$ cat src/rtl/assoc_cache_ctrl_pkg.sv
// Shared types and helpers for the set-associative cache controller:
// FSM state encoding, default geometry and the true-LRU age update.
package cache_pkg;

  localparam int DEF_ADDR_WIDTH = 16;
  localparam int DEF_DATA_WIDTH = 16;
  localparam int DEF_SETS       = 4;
  localparam int DEF_WAYS       = 2;
  localparam int DEF_WORDS      = 4;

  localparam int OFF_W = $clog2(DEF_WORDS);
  localparam int IDX_W = $clog2(DEF_SETS);
  localparam int TAG_W = DEF_ADDR_WIDTH - OFF_W - IDX_W;
  localparam int AGE_W = (DEF_WAYS > 1) ? $clog2(DEF_WAYS) : 1;

  // Ages live in fixed 2-bit slots so one helper serves 1, 2 and 4 ways.
  localparam int SLOT_W   = 2;
  localparam int MAX_WAYS = 4;
  localparam int LRU_W    = SLOT_W * MAX_WAYS;

  typedef enum logic [1:0] {
    IDLE   = 2'd0,
    LOOKUP = 2'd1,
    WTHRU  = 2'd2,
    REFILL = 2'd3
  } state_t;

  function automatic logic [LRU_W-1:0] lru_update(input logic [LRU_W-1:0] ages,
                                                  input logic [1:0]       way,
                                                  input int               ways);
    logic [LRU_W-1:0]  res;
    logic [SLOT_W-1:0] cur;
    res = ages;
    cur = ages[SLOT_W*way +: SLOT_W];
    for (int i = 0; i < MAX_WAYS; i++) begin
      if (i < ways && ages[SLOT_W*i +: SLOT_W] < cur) begin
        res[SLOT_W*i +: SLOT_W] = ages[SLOT_W*i +: SLOT_W] + 2'd1;
      end else begin
        res[SLOT_W*i +: SLOT_W] = ages[SLOT_W*i +: SLOT_W];
      end
    end
    res[SLOT_W*way +: SLOT_W] = 2'd0;
    return res;
  endfunction

endpackage

$ cat src/rtl/assoc_cache_ctrl_way_store.sv
// One cache way: per-set tag and valid bit plus the block data words.
// Writes are synchronous, reads combinational; only valid bits are reset.
module cache_way_store
  import cache_pkg::*;
#(
  parameter int DATA_WIDTH = DEF_DATA_WIDTH,
  parameter int SETS       = DEF_SETS,
  parameter int WORDS      = DEF_WORDS,
  parameter int TAG_BITS   = TAG_W,
  parameter int IDX_BITS   = IDX_W,
  parameter int OFF_BITS   = OFF_W
) (
  input  logic                  clk,
  input  logic                  rst,
  input  logic                  clear_all,
  input  logic                  inval,
  input  logic                  line_wr,
  input  logic [TAG_BITS-1:0]   tag_in,
  input  logic                  data_wr,
  input  logic [IDX_BITS-1:0]   idx,
  input  logic [OFF_BITS-1:0]   wr_off,
  input  logic [DATA_WIDTH-1:0] wr_data,
  input  logic [OFF_BITS-1:0]   rd_off,
  output logic [TAG_BITS-1:0]   rd_tag,
  output logic                  rd_valid,
  output logic [DATA_WIDTH-1:0] rd_data
);

  logic [SETS-1:0]       valid;
  logic [TAG_BITS-1:0]   tags [SETS];
  logic [DATA_WIDTH-1:0] data [SETS*WORDS];

  // Valid bits: flush clears all, install sets, a miss invalidates its victim.
  always_ff @(posedge clk or negedge rst) begin
    if (!rst) begin
      valid <= '0;
    end else if (clear_all) begin
      valid <= '0;
    end else if (line_wr) begin
      valid[idx] <= 1'b1;
    end else if (inval) begin
      valid[idx] <= 1'b0;
    end
  end

  always_ff @(posedge clk) begin
    if (line_wr) begin
      tags[idx] <= tag_in;
    end
  end

  always_ff @(posedge clk) begin
    if (data_wr) begin
      data[{idx, wr_off}] <= wr_data;
    end
  end

  assign rd_valid = valid[idx];
  assign rd_tag   = tags[idx];
  assign rd_data  = data[{idx, rd_off}];

endmodule

$ cat src/rtl/assoc_cache_ctrl.sv
// N-way set-associative write-through / write-allocate cache controller
// with true-LRU replacement, pipelined block refill and bulk flush.
module assoc_cache_ctrl
  import cache_pkg::*;
#(
  parameter int ADDR_WIDTH = DEF_ADDR_WIDTH,
  parameter int DATA_WIDTH = DEF_DATA_WIDTH,
  parameter int SETS       = DEF_SETS,
  parameter int WAYS       = DEF_WAYS,
  parameter int WORDS      = DEF_WORDS
) (
  input  logic                  clk,
  input  logic                  rst,
  input  logic                  req_valid,
  output logic                  req_ready,
  input  logic                  req_wr,
  input  logic [ADDR_WIDTH-1:0] req_addr,
  input  logic [DATA_WIDTH-1:0] req_wdata,
  output logic                  rsp_valid,
  output logic [DATA_WIDTH-1:0] rsp_rdata,
  input  logic                  flush,
  output logic                  mem_req_valid,
  input  logic                  mem_req_ready,
  output logic                  mem_req_wr,
  output logic [ADDR_WIDTH-1:0] mem_req_addr,
  output logic [DATA_WIDTH-1:0] mem_req_wdata,
  input  logic                  mem_rsp_valid,
  input  logic [DATA_WIDTH-1:0] mem_rsp_data
);

  localparam int OFF_BITS = $clog2(WORDS);
  localparam int IDX_BITS = $clog2(SETS);
  localparam int TAG_BITS = ADDR_WIDTH - OFF_BITS - IDX_BITS;
  localparam int WAY_BITS = (WAYS > 1) ? $clog2(WAYS) : 1;
  localparam logic [OFF_BITS:0]   REQ_DONE = (OFF_BITS+1)'(WORDS);
  localparam logic [OFF_BITS-1:0] RSP_LAST = {OFF_BITS{1'b1}};

  state_t state, next_state;

  logic                  lat_wr;
  logic [ADDR_WIDTH-1:0] lat_addr;
  logic [DATA_WIDTH-1:0] lat_wdata;
  logic [OFF_BITS:0]     req_cnt;
  logic [OFF_BITS-1:0]   rsp_cnt;
  logic [WAY_BITS-1:0]   victim;
  logic                  wr_done;
  logic [LRU_W-1:0]      ages [SETS];

  logic [TAG_BITS-1:0]   lat_tag;
  logic [IDX_BITS-1:0]   lat_idx;
  logic [OFF_BITS-1:0]   lat_off;

  logic [TAG_BITS-1:0]   way_tag  [WAYS];
  logic [DATA_WIDTH-1:0] way_data [WAYS];
  logic [WAYS-1:0]       way_valid;

  logic                  hit;
  logic [WAY_BITS-1:0]   hit_way;
  logic [DATA_WIDTH-1:0] hit_data;
  logic                  found;
  logic [WAY_BITS-1:0]   victim_sel;
  logic [SLOT_W-1:0]     max_age;
  logic [LRU_W-1:0]      set_ages;

  logic                  accept;
  logic                  clear_all;
  logic                  inval;
  logic                  start_refill;
  logic                  line_wr;
  logic                  data_wr;
  logic [WAY_BITS-1:0]   wr_way;
  logic [OFF_BITS-1:0]   wr_off;
  logic [DATA_WIDTH-1:0] wr_data;
  logic                  rd_hit_rsp;
  logic                  lru_touch;
  logic [WAY_BITS-1:0]   touch_way;

  assign lat_tag  = lat_addr[ADDR_WIDTH-1 -: TAG_BITS];
  assign lat_idx  = lat_addr[OFF_BITS +: IDX_BITS];
  assign lat_off  = lat_addr[OFF_BITS-1:0];
  assign set_ages = ages[lat_idx];

  for (genvar g = 0; g < WAYS; g++) begin : g_way
    cache_way_store #(
      .DATA_WIDTH(DATA_WIDTH),
      .SETS      (SETS),
      .WORDS     (WORDS),
      .TAG_BITS  (TAG_BITS),
      .IDX_BITS  (IDX_BITS),
      .OFF_BITS  (OFF_BITS)
    ) u_store (
      .clk      (clk),
      .rst      (rst),
      .clear_all(clear_all),
      .inval    (inval && (victim_sel == WAY_BITS'(g))),
      .line_wr  (line_wr && (victim == WAY_BITS'(g))),
      .tag_in   (lat_tag),
      .data_wr  (data_wr && (wr_way == WAY_BITS'(g))),
      .idx      (lat_idx),
      .wr_off   (wr_off),
      .wr_data  (wr_data),
      .rd_off   (lat_off),
      .rd_tag   (way_tag[g]),
      .rd_valid (way_valid[g]),
      .rd_data  (way_data[g])
    );
  end

  // Tag match across the set; first matching way wins.
  always_comb begin
    hit      = 1'b0;
    hit_way  = '0;
    hit_data = '0;
    for (int w = 0; w < WAYS; w++) begin
      if (!hit && way_valid[w] && (way_tag[w] == lat_tag)) begin
        hit      = 1'b1;
        hit_way  = WAY_BITS'(w);
        hit_data = way_data[w];
      end else begin
        hit = hit;
      end
    end
  end

  // Victim: lowest invalid way, otherwise the oldest (lowest index on a tie).
  always_comb begin
    found      = 1'b0;
    victim_sel = '0;
    max_age    = '0;
    for (int w = 0; w < WAYS; w++) begin
      if (!found && !way_valid[w]) begin
        found      = 1'b1;
        victim_sel = WAY_BITS'(w);
      end else begin
        found = found;
      end
    end
    if (!found) begin
      for (int w = 0; w < WAYS; w++) begin
        if (set_ages[SLOT_W*w +: SLOT_W] > max_age) begin
          max_age    = set_ages[SLOT_W*w +: SLOT_W];
          victim_sel = WAY_BITS'(w);
        end else begin
          max_age = max_age;
        end
      end
    end else begin
      max_age = '0;
    end
  end

  always_comb begin
    next_state    = state;
    req_ready     = 1'b0;
    accept        = 1'b0;
    clear_all     = 1'b0;
    inval         = 1'b0;
    start_refill  = 1'b0;
    line_wr       = 1'b0;
    data_wr       = 1'b0;
    wr_way        = '0;
    wr_off        = '0;
    wr_data       = '0;
    rd_hit_rsp    = 1'b0;
    lru_touch     = 1'b0;
    touch_way     = '0;
    mem_req_valid = 1'b0;
    mem_req_wr    = 1'b0;
    mem_req_addr  = '0;
    mem_req_wdata = '0;
    case (state)
      IDLE: begin
        req_ready = !flush;
        if (flush) begin
          clear_all = 1'b1;
        end else if (req_valid) begin
          accept     = 1'b1;
          next_state = LOOKUP;
        end else begin
          next_state = IDLE;
        end
      end
      LOOKUP: begin
        if (hit) begin
          lru_touch = 1'b1;
          touch_way = hit_way;
          if (lat_wr) begin
            data_wr    = 1'b1;
            wr_way     = hit_way;
            wr_off     = lat_off;
            wr_data    = lat_wdata;
            next_state = WTHRU;
          end else begin
            rd_hit_rsp = 1'b1;
            next_state = IDLE;
          end
        end else begin
          inval        = 1'b1;
          start_refill = 1'b1;
          next_state   = REFILL;
        end
      end
      WTHRU: begin
        mem_req_valid = 1'b1;
        mem_req_wr    = 1'b1;
        mem_req_addr  = lat_addr;
        mem_req_wdata = lat_wdata;
        if (mem_req_ready) begin
          next_state = IDLE;
        end else begin
          next_state = WTHRU;
        end
      end
      REFILL: begin
        mem_req_valid = (req_cnt != REQ_DONE);
        mem_req_addr  = {lat_tag, lat_idx, req_cnt[OFF_BITS-1:0]};
        if (mem_rsp_valid) begin
          data_wr = 1'b1;
          wr_way  = victim;
          wr_off  = rsp_cnt;
          wr_data = mem_rsp_data;
          if (rsp_cnt == RSP_LAST) begin
            line_wr    = 1'b1;
            lru_touch  = 1'b1;
            touch_way  = victim;
            next_state = LOOKUP;
          end else begin
            next_state = REFILL;
          end
        end else begin
          next_state = REFILL;
        end
      end
      default: begin
        next_state = IDLE;
      end
    endcase
  end

  assign rsp_valid = rd_hit_rsp | wr_done;
  assign rsp_rdata = rd_hit_rsp ? hit_data : '0;

  always_ff @(posedge clk or negedge rst) begin
    if (!rst) begin
      state     <= IDLE;
      lat_wr    <= 1'b0;
      lat_addr  <= '0;
      lat_wdata <= '0;
      req_cnt   <= '0;
      rsp_cnt   <= '0;
      victim    <= '0;
      wr_done   <= 1'b0;
    end else begin
      state   <= next_state;
      wr_done <= (state == WTHRU) && mem_req_ready;
      if (accept) begin
        lat_wr    <= req_wr;
        lat_addr  <= req_addr;
        lat_wdata <= req_wdata;
      end
      if (start_refill) begin
        req_cnt <= '0;
        rsp_cnt <= '0;
        victim  <= victim_sel;
      end else if (state == REFILL) begin
        if (mem_req_valid && mem_req_ready) begin
          req_cnt <= req_cnt + 1'b1;
        end
        if (mem_rsp_valid) begin
          rsp_cnt <= rsp_cnt + 1'b1;
        end
      end
    end
  end

  // Ages are touched on a lookup hit and on line install.
  always_ff @(posedge clk or negedge rst) begin
    if (!rst) begin
      for (int s = 0; s < SETS; s++) begin
        ages[s] <= '0;
      end
    end else if (lru_touch) begin
      ages[lat_idx] <= lru_update(set_ages, 2'(touch_way), WAYS);
    end
  end

endmodule

$ cat config.mk
export PLATFORM = sky130hd
export DESIGN_NAME = assoc_cache_ctrl
export DESIGN_NICKNAME = d
export VERILOG_FILES = /design/src/rtl/assoc_cache_ctrl_pkg.sv /design/src/rtl/assoc_cache_ctrl_way_store.sv /design/src/rtl/assoc_cache_ctrl.sv
export SDC_FILE = /design/constraint.sdc
export NUM_CORES = 1
export LEC_CHECK = 0
export ABC_AREA = 0
export BUFFER_PORTS_ARGS = -buffer_cell sky130_fd_sc_hd__buf_4
export CAP_MARGIN = 20
export CORE_ASPECT_RATIO = 1.2
export CORE_MARGIN = 2
export CORE_UTILIZATION = 50
export DETAILED_ROUTE_END_ITERATION = 8
export PLACE_DENSITY = 0.65
export SLEW_MARGIN = 20
export SYNTH_ARGS = -nofsm -noshare
export SYNTH_HDL_FRONTEND = slang
export SYNTH_SLANG_ARGS = --single-unit
$ cat constraint.sdc
create_clock -name clk -period 6.76 [get_ports clk]
set_input_delay 0.676 -clock clk [delete_from_list [all_inputs] [get_ports clk]]
set_output_delay 0.676 -clock clk [all_outputs]
set_load 0.02 [all_outputs]
Word-level counts from Yosys, hierarchy flattened
Memories as Yosys holds them, arrays and structs flattened.
Index checks and enable logic that the tools add are counted.
{"block": "op_classes", "addsub": 5, "magnitude_cmp": 8, "eq_ne": 8, "shift": 3, "muxes": 101, "bitwise": 10, "reduce_logical": 25}
{"operator": "16-bit two-way mux", "n": 7}
{"operator": "16-bit case mux with 2 select lines", "n": 2}
{"operator": "1-bit two-way mux", "n": 46}
{"operator": "2-bit two-way mux", "n": 20}
{"operator": "2-bit negation with 34-bit output", "n": 1}
{"operator": "2-bit by 34-bit variable shift with 8-bit output (first input constant)", "n": 1}
{"operator": "2-bit by 34-bit variable part select with 8-bit output (first input constant)", "n": 1}
{"operator": "32-bit bitwise mux", "n": 1}
{"operator": "12-bit equality test", "n": 2}
{"operator": "4-bit two-way mux", "n": 6}
{"operator": "8-bit two-way mux", "n": 3}
{"operator": "8-bit binary-select mux with 2-bit select", "n": 1}
{"operator": "8-bit demux with 2-bit select", "n": 1}
{"operator": "1-bit logical AND", "n": 14}
{"operator": "1-bit case mux with 2 select lines", "n": 5}
{"operator": "3-bit two-way mux", "n": 3}
{"operator": "4-bit AND", "n": 2}
{"operator": "8-bit bitwise mux", "n": 1}
{"operator": "4-bit bitwise OR", "n": 2}
{"operator": "2-bit case mux with 4 select lines", "n": 1}
{"operator": "8-bit by 3-bit variable part select with 2-bit output", "n": 1}
{"operator": "2-bit by 1-bit adder with 2-bit output (second input constant)", "n": 3}
{"operator": "2-bit equality test (second input constant)", "n": 3}
{"operator": "2-bit nonzero test", "n": 3}
{"operator": "other kinds (22)", "n": 30}
{"block": "totals", "regBits": 82, "ram_bits": 608, "inputBits": 55, "out_inout_bits": 52, "word_cells": 178, "mem_count": 4}
{"name": "g_way[0].u_store.data", "depth": 16, "width": 16, "read_ports": 1, "rd_clocked_by_memory_dff": 0, "write_ports": 1, "line": "assoc_cache_ctrl_way_store.sv:31", "source": "logic [DATA_WIDTH-1:0] data [SETS*WORDS];"}
{"name": "g_way[1].u_store.data", "depth": 16, "width": 16, "read_ports": 1, "rd_clocked_by_memory_dff": 0, "write_ports": 1, "line": "assoc_cache_ctrl_way_store.sv:31"}
{"name": "g_way[0].u_store.tags", "depth": 4, "width": 12, "read_ports": 1, "rd_clocked_by_memory_dff": 0, "write_ports": 1, "line": "assoc_cache_ctrl_way_store.sv:30", "source": "logic [TAG_BITS-1:0] tags [SETS];"}
{"name": "g_way[1].u_store.tags", "depth": 4, "width": 12, "read_ports": 1, "rd_clocked_by_memory_dff": 0, "write_ports": 1, "line": "assoc_cache_ctrl_way_store.sv:30"}

Depth between registers and ports, before layout
{"block": "depth", "ltp_word": 16, "mapped_depth": 14, "depth_no_buf": 11}

By module
Synthesis repeated with hierarchy kept, for this count alone.
{"block": "unflattened", "cells_unflattened": 1362, "hier_area_um2": 27048.4}
{"module": "cache_way_store", "instances": 2, "cells_per_inst": 503, "area_each_um2": 11708.7, "seq_area_each_um2": 9228.9}
{"module": "assoc_cache_ctrl", "instances": 1, "cells_per_inst": 356, "area_each_um2": 3631.0, "seq_area_each_um2": 1451.4}

Worst setup path before layout
OpenSTA, ideal clock, no wires.
{"block": "synth_path", "path_type": "flip-flop to flip-flop", "start": "reg lat_addr[2]", "end": "mem g_way[1].u_store.data[0][0] (netlist name) (enable)", "setup_ps": 478, "t_arrival_ps": 4820, "required_ps": 6282, "setup_slack_ps": 1462, "path_stages_with_launch": 10, "path_buffers": 2, "synth_period_minus_slack_ps": 5298, "path_cell_list": "dfrtp_1 -> buf_6 -> buf_12 -> mux4_2 -> xnor2_1 -> nand4_1 -> a2111o_1 -> inv_2 -> a32oi_4 -> a2111oi_0"}
{"block": "synth_between", "elab_chain_cells": 14, "word_cells_on_any_way": 25, "classes_between": "eq/ne: 2; mux: 16; reduce/logical: 5; memory: 2"}
{"element": "start: declaration", "line": "assoc_cache_ctrl.sv:41", "source": "logic [ADDR_WIDTH-1:0] lat_addr;"}
{"element": "start signal: assignment", "line": "assoc_cache_ctrl.sv:258", "source": "lat_addr <= req_addr;"}
{"element": "memory 4 x 12 bit / 1-bit binary-select mux with 2-bit select (equally long branches)"}
{"element": "12-bit equality test / 1-bit two-way mux (equally long branches)", "line": "assoc_cache_ctrl.sv:115, assoc_cache_ctrl_way_store.sv:58"}
{"element": "1-bit logical AND", "line": "assoc_cache_ctrl.sv:115", "source": "if (!hit && way_valid[w] && (way_tag[w] == lat_tag)) begin"}
{"element": "1-bit two-way mux", "line": "assoc_cache_ctrl.sv:115"}
{"element": "1-bit logical NOT", "line": "assoc_cache_ctrl.sv:115"}
{"element": "1-bit logical AND (2 in a row)", "line": "assoc_cache_ctrl.sv:115"}
{"element": "1-bit two-way mux", "line": "assoc_cache_ctrl.sv:115"}
{"element": "1-bit two-way mux", "line": "assoc_cache_ctrl.sv:187", "source": "if (lat_wr) begin"}
{"element": "1-bit two-way mux", "line": "assoc_cache_ctrl.sv:184", "source": "if (hit) begin"}
{"element": "1-bit case mux with 2 select lines", "line": "assoc_cache_ctrl.sv:171", "source": "case (state)"}
{"element": "1-bit logical AND", "line": "assoc_cache_ctrl.sv:98", "source": ".data_wr (data_wr && (wr_way == WAY_BITS'(g))),"}
{"element": "1-bit two-way mux", "line": "assoc_cache_ctrl_way_store.sv:53", "source": "if (data_wr) begin"}
{"element": "1-bit two-way mux (not written as such)", "line": "assoc_cache_ctrl_way_store.sv:54", "source": "data[{idx, wr_off}] <= wr_data;"}
{"element": "end: declaration", "line": "assoc_cache_ctrl_way_store.sv:31"}
Parallel ways exist; a longest one is shown, timed or not. The select of a mux whose other input is x is not followed.

Final worst setup path
{"block": "layout_path", "start": "reg lat_addr[3]", "end": "out rsp_rdata[1]"}
{"block": "layout_between", "elab_chain_cells": 11, "word_cells_on_any_way": 21, "classes_between": "eq/ne: 2; mux: 11; reduce/logical: 4; memory: 4"}
{"element": "memory 4 x 12 bit / 1-bit binary-select mux with 2-bit select (equally long branches)"}
{"element": "12-bit equality test / 1-bit two-way mux (equally long branches)", "line": "assoc_cache_ctrl.sv:115, assoc_cache_ctrl_way_store.sv:58"}
{"element": "1-bit logical AND", "line": "assoc_cache_ctrl.sv:115"}
{"element": "1-bit two-way mux", "line": "assoc_cache_ctrl.sv:115"}
{"element": "1-bit logical NOT", "line": "assoc_cache_ctrl.sv:115"}
{"element": "1-bit logical AND (2 in a row)", "line": "assoc_cache_ctrl.sv:115"}
{"element": "1-bit two-way mux", "line": "assoc_cache_ctrl.sv:115"}
{"element": "1-bit two-way mux", "line": "assoc_cache_ctrl.sv:184"}
{"element": "1-bit two-way mux", "line": "assoc_cache_ctrl.sv:171"}
{"element": "16-bit two-way mux (*)", "line": "assoc_cache_ctrl.sv:241", "source": "assign rsp_rdata = rd_hit_rsp ? hit_data : '0;"}
{"element": "end: declaration", "line": "assoc_cache_ctrl.sv:20", "source": "output logic [DATA_WIDTH-1:0] rsp_rdata,"}
Every way passes the cells marked *; elsewhere a longest branch is shown, timed or not. The select of a mux whose other input is x is not followed.

==> impl_metrics.tcl <==
set metrics [dict create \
    clk_path_buf_depth 3 \
    gp_congestion 0.865 \
    switching_share_pct 31.4 \
    htreeDepth 3 \
    layout_min_cycle_time_ps 5030 \
    start_util_pct 50.8 \
    post_drt_wl_per_cell_um 29.1 \
    clkSlewWorstSetupHoldPaths_ps 60 \
    hold_class "input pin to asynchronous set/reset pin" \
    drt-total-wl_mm 65.6 \
    port_buffers 106 \
    switchingPower_mw 3.98 \
    dr_total_vias 13730 \
    cap_violations 0 \
    pwr-share-comb_pct 27.5 \
    power_mw 12.7 \
    startpoint "lat_addr[3]$_DFFE_PN0P_" \
    grt_first_pass_wirelength_mm 95.9 \
    cts_resized 0 \
    viasPerCell 6.08 \
    ir_drop_mv 0.340 \
    ff2ff_path_depth 9 \
    die_h_um 260 \
    synthToLayoutAreaGrowth_pct 15.1 \
    timing.final.crit_share_pct 74.4 \
    multi_input_area_um2 7370 \
    clock_power_share_pct 28.2 \
    hold_viol 0 \
    critical_path.max_fanout 38 \
    worst_pin_slew_ps 1090 \
    ys_warn_count 0 \
    ctsRootBufferMaster "clkbuf_16" \
    holdBufCountCts 0 \
    insertion_delay_ps 610 \
    worstSetupEndpointType "output pin" \
    first_iter_violations 1324 \
    post_cts_buffers 0 \
    core-area_um2 53900 \
    ys_seq_area_share_pct 72.8 \
    tns_ps 0 \
    final_util_pct 58.5 \
    regArea_um2 19900 \
    syn_area_per_cell_um2 20.1 \
    synth_cell_types 63 \
    antenna_found_initial 1 \
    fin_worst_skew_ps 29.3 \
    power_density_nw_per_um2 402 \
    maxSlewViolCount 0 \
    r2r-start "lat_addr[3]$_DFFE_PN0P_" \
    cp.arrival_ps 4360 \
    track_usage_pct 23.8 \
    holdWs_ps 185 \
    rsz0062_at_grt "false" \
    top_level_ports 107 \
    synth_largest_area_cell "edfxtp_1" \
    hpwl_mm 40.8 \
    clock_sinks 674 \
    p_seq_share_pct 44.3 \
    grt_pass1_vias 14134 \
    synthesis.instances 1358 \
    drt.antenna.violating_nets 0 \
    drtPass1Iterations 5 \
    die_x_um 218 \
    die-area_um2 56600 \
    synthTopCellsByArea "edfxtp_1 (67%), mux4_2 (15%), dfrtp_1 (6.0%)" \
    fmax_ghz 0.199 \
    cp.required_ps 6080 \
    reg2reg_to "g_way[1].u_store.data[11][2]$_DFFE_PP_" \
    synth-edff-count 608 \
    synthArstFlopShare_pct 9.79 \
    cts_made_buffers 67 \
    synth_seq_cells 674 \
    cp-endpoint "rsp_rdata[1]" \
    fillers 3884 \
    drive_above_1_share_pct 33.4 \
    synth_top_area_share_pct 66.8 \
    yosysMostFrequentCell "edfxtp_1" \
    criticalPathCategory "flip-flop to output pin" \
    grt-ovfl-total 0 \
    p_int_mw 8.67 \
    maxSlewHeadroom_pct 27.2 \
    nets 1558 \
    cts_tree "yes" \
    setup_viol 0 \
    ff2ff_setup_slack_ps 2080 \
    syn_area_um2 27400 \
    drc 0 \
    diodes 0 \
    crit_path_start_kind "flip-flop" \
    status "finished, final reports clean" \
    synth_ff_type "edfxtp_1" \
    fp-row-count 93 \
    syn-num-nets 1419 \
    yosys-top-cells-count "edfxtp_1 (608), mux4_2 (177), dfrtp_1 (66)" \
    leakagePower_nw 10.3 \
    grt_max_degree 67 \
]
==> stage by stage <==
stage                     setup slack, ps  cell area [um^2]  std cells
after global routing                 1540             31500       2257
final                                1730             31500       2257
after floorplan                      1460             27400       1358
after detailed placement             1910             29400       2139
after CTS                            1740             31500       2256
after global placement               2080             29400       2139
==> layout make-up <==
cell class / count / share of cell area (%)
sequential: 674 / 63.3
multi-input combinational: 581 / 23.4
clock buffer: 93 / 5.87
timing repair buffer: 149 / 3.62
tap: 712 / 2.83
clock inverter: 24 / 0.719
inverter: 24 / 0.286
==> how the worst min path moves through the flow <==
stage,start,depth (start not counted),end
final,rst,1,lat_addr[9]$_DFFE_PN0P_
after global routing,rst,1,lat_addr[9]$_DFFE_PN0P_
after CTS,rst,1,ages[2]$_DFFE_PN0P_
after detailed placement,ages[10]$_DFFE_PN0P_,1,ages[10]$_DFFE_PN0P_
after global placement,ages[10]$_DFFE_PN0P_,1,ages[10]$_DFFE_PN0P_
after floorplan,rst,0,ages[0]$_DFFE_PN0P_
==> metal layers <==
layer | track usage (%) | wire [um] | vias up
met5 | 0 | 7 | -
met4 | 8.35 | 1870 | 2
met3 | 4.27 | 4440 | 90
met2 | 39.2 | 33100 | 536
met1 | 32.3 | 26200 | 7251
li1 | - | - | 5851
==> worst max-delay path, stage by stage, from the launching register on <==
cell,delay (ps)
dfrtp_4,680
buf_4,680
mux4_2,390
o31a_1,150
o211ai_1,120
a2111o_1,520
inv_2,310
nand3_1,200
a21oi_1,460
buf_4,230
==> registers in the layout, summed over array words and instances (netlist names), 2 cells and up <==
| signal | cells |
|---|---|
| g_way.u_store.valid | 8 |
| g_way.u_store.tags | 96 |
| lat_addr | 16 |
| rsp_cnt | 2 |
| ages | 16 |
| g_way.u_store.data | 512 |
| state | 2 |
| lat_wdata | 16 |
| req_cnt | 3 |
==> cell usage in the layout, fill, tap and decap left out, drive strengths merged, types with 8 or more instances in the layout <==
cell type  count
a2111oi       10
a211oi        26
a21oi         32
a22o          16
and2          30
buf          149
clkbuf        93
clkinv        18
dfrtp         66
edfxtp       608
inv           26
mux2          38
mux2i         39
mux4         177
nand2         26
nand2b        19
nand3         21
nor2          29
o21ai         15
xnor2         21
xor2           8
==> logic make-up after synthesis <==
logic type,Yosys count,share of synthesized area [%]
buffers and inverters,103,1.67
adders and majority gates,7,0.311
DFF,674,72.8
xor gates and xnor gates,29,0.929
AOI/OAI and AO/OA,138,3.76
muxes,254,17.6
and+or+nand+nor,153,2.97
==> power groups by stage <==
stage          combinational, mW  clock (mW)  sequential [mW]
2_1_floorplan               2.60           0             5.25
3_5_place_dp                3.51           0             5.70
3_3_place_gp                3.48           0             5.68
4_1_cts                     3.52        3.63             5.62
6_report                    3.48        3.57             5.60
5_1_grt                     3.68        3.80             5.66
Note: power is estimated with default switching activity, not from simulation.
